## src/rtl/serial_pattern_tx_pkg.sv

```systemverilog
// Shared definitions for serial_pattern_tx: FSM state encodings and field widths.
// Parity is off by default; uncomment the define below (or pass it on the command line) to enable it.
package serial_pattern_tx_pkg;

  // `define SERIAL_PATTERN_TX_PARITY_EN

  typedef enum logic [1:0] {
    ST_IDLE  = 2'd0,
    ST_SHIFT = 2'd1,
    ST_GAP   = 2'd2
  } state_t;

  localparam int REP_W = 4;

  // Counter width that never collapses to zero bits.
  function automatic int min1_clog2(input int n);
    return (n <= 1) ? 1 : $clog2(n);
  endfunction

endpackage

```

## src/rtl/serial_pattern_tx_piso_shift.sv

```systemverilog
// Parallel-in/serial-out shift register. After a load, msb holds the bit that
// follows din[WIDTH-1], i.e. the next bit the transmitter should present.
module piso_shift #(
  parameter int WIDTH = 8
) (
  input  logic             clk,
  input  logic             rst,
  input  logic             load,
  input  logic             shift,
  input  logic [WIDTH-1:0] din,
  output logic             msb
);

  logic [WIDTH-1:0] sr;

  // The MSB of din goes straight to the output register in the top, so it is
  // dropped here and the register keeps only the remaining bits.
  always_ff @(posedge clk or posedge rst) begin
    if (rst) begin
      sr <= '0;
    end else if (load) begin
      sr <= {din[WIDTH-2:0], 1'b0};
    end else if (shift) begin
      sr <= {sr[WIDTH-2:0], 1'b0};
    end
  end

  assign msb = sr[WIDTH-1];

endmodule

```

## src/rtl/serial_pattern_tx.sv

```systemverilog
// Serial bit-pattern transmitter: sends a word MSB-first, optionally repeated with idle gaps.
// Optional even-parity bit per copy when SERIAL_PATTERN_TX_PARITY_EN is defined.
module serial_pattern_tx
  import serial_pattern_tx_pkg::*;
#(
  parameter int WIDTH = 8,
  parameter int GAP   = 1
) (
  input  logic             clk,
  input  logic             rst,
  input  logic             in_valid,
  output logic             in_ready,
  input  logic [WIDTH-1:0] in_data,
  input  logic [REP_W-1:0] in_rep,
  output logic             x,
  output logic             x_valid,
  output logic             busy,
  output logic             done,
  output state_t           state_dbg
);

  // Handshake: a word transfers on a rising edge where in_valid && in_ready.
  // in_ready is high only in IDLE outside reset; in_valid is ignored otherwise.

`ifdef SERIAL_PATTERN_TX_PARITY_EN
  localparam int L = WIDTH + 1;
`else
  localparam int L = WIDTH;
`endif
  localparam int BIT_W = $clog2(WIDTH + 2);
  localparam int GAP_W = min1_clog2(GAP + 1);
  localparam logic [BIT_W-1:0] BIT_LAST = BIT_W'(L - 1);
  localparam logic [GAP_W-1:0] GAP_LAST = GAP_W'((GAP > 0) ? GAP - 1 : 0);

  state_t           state;
  logic [BIT_W-1:0] bit_cnt;
  logic [GAP_W-1:0] gap_cnt;
  logic [REP_W-1:0] rep_cnt;
  logic [WIDTH-1:0] hold;

  logic             sr_load;
  logic             sr_shift;
  logic [WIDTH-1:0] sr_din;
  logic             sr_msb;

`ifdef SERIAL_PATTERN_TX_PARITY_EN
  logic parity;
  assign parity = ^hold;
`endif

  assign in_ready  = (state == ST_IDLE) && !rst;
  assign state_dbg = state;

  always_comb begin
    sr_load  = 1'b0;
    sr_shift = 1'b0;
    sr_din   = hold;
    case (state)
      ST_IDLE: begin
        if (in_valid) begin
          sr_load = 1'b1;
          sr_din  = in_data;
        end
      end
      ST_SHIFT: begin
        if (bit_cnt != BIT_LAST) begin
          sr_shift = 1'b1;
        end else if ((rep_cnt != '0) && (GAP == 0)) begin
          sr_load = 1'b1;
        end
      end
      ST_GAP: begin
        if (gap_cnt == GAP_LAST) begin
          sr_load = 1'b1;
        end
      end
      default: ;
    endcase
  end

  piso_shift #(.WIDTH(WIDTH)) u_piso (
    .clk   (clk),
    .rst   (rst),
    .load  (sr_load),
    .shift (sr_shift),
    .din   (sr_din),
    .msb   (sr_msb)
  );

  always_ff @(posedge clk or posedge rst) begin
    if (rst) begin
      state   <= ST_IDLE;
      bit_cnt <= '0;
      gap_cnt <= '0;
      rep_cnt <= '0;
      hold    <= '0;
      x       <= 1'b0;
      x_valid <= 1'b0;
      busy    <= 1'b0;
      done    <= 1'b0;
    end else begin
      done <= 1'b0;
      case (state)
        ST_IDLE: begin
          if (in_valid) begin
            hold    <= in_data;
            rep_cnt <= in_rep;
            bit_cnt <= '0;
            x       <= in_data[WIDTH-1];
            x_valid <= 1'b1;
            busy    <= 1'b1;
            state   <= ST_SHIFT;
          end else begin
            x       <= 1'b0;
            x_valid <= 1'b0;
            busy    <= 1'b0;
          end
        end

        ST_SHIFT: begin
          if (bit_cnt != BIT_LAST) begin
            bit_cnt <= bit_cnt + 1'b1;
`ifdef SERIAL_PATTERN_TX_PARITY_EN
            if (bit_cnt == BIT_W'(WIDTH - 1)) begin
              x <= parity;
            end else begin
              x <= sr_msb;
            end
`else
            x <= sr_msb;
`endif
          end else if (rep_cnt != '0) begin
            if (GAP > 0) begin
              gap_cnt <= '0;
              x       <= 1'b0;
              x_valid <= 1'b0;
              state   <= ST_GAP;
            end else begin
              // Back-to-back copy: restart from the hold copy with no bubble.
              rep_cnt <= rep_cnt - 1'b1;
              bit_cnt <= '0;
              x       <= hold[WIDTH-1];
              x_valid <= 1'b1;
            end
          end else begin
            bit_cnt <= '0;
            x       <= 1'b0;
            x_valid <= 1'b0;
            busy    <= 1'b0;
            done    <= 1'b1;
            state   <= ST_IDLE;
          end
        end

        ST_GAP: begin
          if (gap_cnt == GAP_LAST) begin
            gap_cnt <= '0;
            rep_cnt <= rep_cnt - 1'b1;
            bit_cnt <= '0;
            x       <= hold[WIDTH-1];
            x_valid <= 1'b1;
            state   <= ST_SHIFT;
          end else begin
            gap_cnt <= gap_cnt + 1'b1;
          end
        end

        default: begin
          state   <= ST_IDLE;
          x       <= 1'b0;
          x_valid <= 1'b0;
          busy    <= 1'b0;
        end
      endcase
    end
  end

endmodule
```

## config.mk

```make
export PLATFORM = sky130hd
export DESIGN_NAME = serial_pattern_tx
export DESIGN_NICKNAME = d
export VERILOG_FILES = /design/src/rtl/serial_pattern_tx_pkg.sv /design/src/rtl/serial_pattern_tx_piso_shift.sv /design/src/rtl/serial_pattern_tx.sv
export SDC_FILE = /design/constraint.sdc
export NUM_CORES = 1
export LEC_CHECK = 0
export BUFFER_PORTS_ARGS = -buffer_cell sky130_fd_sc_hd__clkbuf_2
export CAP_MARGIN = 40
export CORE_MARGIN = 5
export CORE_UTILIZATION = 30
export CTS_BUF_LIST = sky130_fd_sc_hd__clkbuf_2 sky130_fd_sc_hd__clkbuf_4 sky130_fd_sc_hd__clkbuf_8
export DETAILED_ROUTE_END_ITERATION = 8
export GPL_TIMING_DRIVEN = 1
export HOLD_SLACK_MARGIN = 0.08
export PLACE_DENSITY = 0.59
export SLEW_MARGIN = 10
export SYNTH_ARGS = -nofsm -noshare
export SYNTH_HDL_FRONTEND = slang
export SYNTH_SLANG_ARGS = --single-unit
```

## constraint.sdc

```tcl
create_clock -name clk -period 2.1 [get_ports clk]
set_clock_uncertainty 0.15 [all_clocks]
set_input_delay 0.21 -clock clk [delete_from_list [all_inputs] [get_ports clk]]
set_output_delay 0.21 -clock clk [all_outputs]
set_load 0.02 [all_outputs]
```

==> qor.yml <==
maxSlewViolCount: 0
min_period_ns: 1.97
mappedNetlistNets: 148
max_slew_margin: 0.603
finalSetupTns_ns: 0
swShare: 0.368
synthCells: 131
p_seq_frac: 0.372
synthXorXnorAreaFrac: 0
drv_cap: 0
ios: 22
crit_fanout: 10
final_cells: 238
die_h_um: 79.8
drc: 0
clock-sinks: 29
p_clk_frac: 0.191
power_frac_comb: 0.437
slowest_delay_ns: 0.51
coreArea_um2: 4720
synth-seq-cells: 29
dp_hpwl_mm: 2.36
multi_input_area_um2: 654
peakVddDrop_v: 0.000638
grt_max_degree: 30
yosys_warnings: 0
status: "completed"
yosysTopAreaCell: "dfrtp_1"
setup_viol: 0
portBuffers: 21
cts_tree: "done"
htreeDepth: 2
drive_above_1_share: 0.281
final_hold_viol_count: 0
netlist_area_um2: 1460
dieArea_um2: 6370
cts_resized: 0
grt_pass1_vias: 1275
synth.area.mux_share: 0.0907
cts_root_buffer: "clkbuf_8"
finalCritPeriodShare: 0.937
synth_ff_type: "dfrtp_1"
ant_nets: 0
area_growth_pct: 27.6
yosys.area_share.adder: 0.0171
wl_per_cell_um: 14.2
diodes: 0
hp-class: "primary input to flop"
cts_buffers: 5
yosysSeqAreaShare: 0.496
ys_types: 38
fp-row-count: 25
clkSlewWorstSetupHoldPaths_ns: 0.06
clock_path_buffers: 2
cp-end-kind: "flop"
clock_latency_ns: 0.27
antenna_found_initial: 0
power.leakage_nw: 0.910
gp_congestion: 0.907
post-synth-top-area-fraction: 0.496
ctsHoldBuffers: 11
yosysMostFrequentCell: "dfrtp_1"
syn_avg_cell_area_um2: 11.2
routed_wirelength_mm: 3.38
arrival_ns: 2.02
power_switching_mw: 0.962
drt-initial-drc-count: 156
critical_path_class: "flop to flop"
grt.overflow.total: 0
p_per_area_nw_per_um2: 1400
grtUsageTotal: 0.118
routed_via_density: 5.05
synth_edf_count: 0
vias: 1203
post_cts_buffers: 0
synth_compound_area_frac: 0.203
path_cells: "ha_1, and3b_1, nor2_1, a221o_1"
synthArstFlopShare: 1.00
slowest_stage: "nor2_1"
dp.cells: 219
die_x_um: 79.8
fillerInstances: 460
startpoint_type: "flop"
nNetsFinal: 187
rsz0062_at_grt: "no"
worst-slew-pin-transition_ns: 0.594
regArea_um2: 726
p_int_mw: 1.65
drt_pass1_iterations: 4
synth_top_cells_by_count: "29 x dfrtp_1, 9 x nand2_1, 7 x inv_1"
synth_top_family_by_area: "compound AO/OA/AOI/OAI gates"
synthTopCellsByArea: "dfrtp_1 50%, mux2_4 6.2%, o211a_1 4.1%"
max_freq_mhz: 508
grt_pass1_wl_mm: 6.00
start_util: 0.310
worst_ep_required_time_ns: 2.16
yosys.area_share.simple: 0.133
-- routing by layer --
metal	global-route usage	up-vias	part of all wire
li1	-	562	-
met1	0.153	595	0.45
met2	0.186	37	0.49
met3	0.0316	9	0.054
met4	0.0439	0	0.012
met5	0	-	0
-- through the flow --
step | util | worst slack (ns) | power, mW | area, um2 | hold WS [ns]
after floorplan | - | 0.193 | 1.82 | 1460 | 0.138
after global placement | 0.350 | 0.291 | 2.04 | 1660 | 0.140
after detailed placement | 0.350 | 0.190 | 2.09 | 1660 | 0.156
after CTS | 0.395 | 0.173 | 2.63 | 1870 | 0.0881
after global routing | 0.395 | 0.0536 | 2.81 | 1870 | 0.160
final | 0.395 | 0.133 | 2.61 | 1870 | 0.100
-- kinds of logic (layout without fill, tap and decap cells) --
family / count (synthesis) / count (layout)
AOI/OAI and AO/OA: 39 / 39
and+or+nand+nor: 36 / 36
DFF: 29 / 29
buffers and inverters: 15 / 55
muxes: 10 / 10
adders and majority gates: 2 / 2
-- cell type report --
class / count / share of cell area
Multi-Input combinational cell: 87 / 0.351
Tap cell: 67 / 0.0449
Clock buffer: 7 / 0.0516
Sequential cell: 29 / 0.389
Timing Repair Buffer: 40 / 0.147
Inverter: 7 / 0.0141
Clock inverter: 1 / 0.00268
-- critical path, delay by kind of cell (launching register included) --
family,cells,cell delay [ns]
compound gates,1,0.26
fa+ha+maj,1,0.26
flops,1,0.42
simple gates,2,0.81
-- final timing paths --
check | from | end | slack [ns] | cells past startpoint
worst max-delay path | bit_cnt[0]$_DFFE_PP0P_ | u_piso.sr[2]$_DFFE_PP0P_ | 0.13 | 4
worst min-delay path | in_rep[1] | rep_cnt[1]$_DFFE_PP0P_ | 0.10 | 3
worst max register to register | bit_cnt[0]$_DFFE_PP0P_ | u_piso.sr[2]$_DFFE_PP0P_ | 0.13 | 4
worst min register to register | x_valid$_DFFE_PP0N_ | x_valid$_DFFE_PP0N_ | 0.33 | 1
max in group asynchronous | rst | hold[0]$_DFF_PP0_ | 1.11 | 4
min in group asynchronous | rst | state_dbg[0]$_DFFE_PP0P_ | 0.41 | 4
-- layout by cell type, fill, tap and decap left out, drive strengths merged, types with 5 or more instances in the layout --
cell type,count
inv,7
dfrtp,29
nand2,9
buf,8
o211a,6
a221o,5
o21ai,5
clkbuf,28
dlygate4sd3,11
nor2,6
mux2,8
-- flip-flops by register name, indices dropped and copies added (netlist names) --
register   cells
done           1
hold           8
x              1
rep_cnt        4
state_dbg      2
x_valid        1
u_piso.sr      7
busy           1
bit_cnt        4
-- power by group through the flow --
stage          clock network [mW]  logic [mW]  registers (mW)
2_1_floorplan                   0       0.839           0.983
3_3_place_gp                    0        1.08           0.966
3_5_place_dp                    0        1.12           0.979
4_1_cts                     0.516        1.14           0.970
5_1_grt                     0.548        1.26            1.00
6_report                    0.499        1.14           0.970
Power figures use the tool's default switching activity.
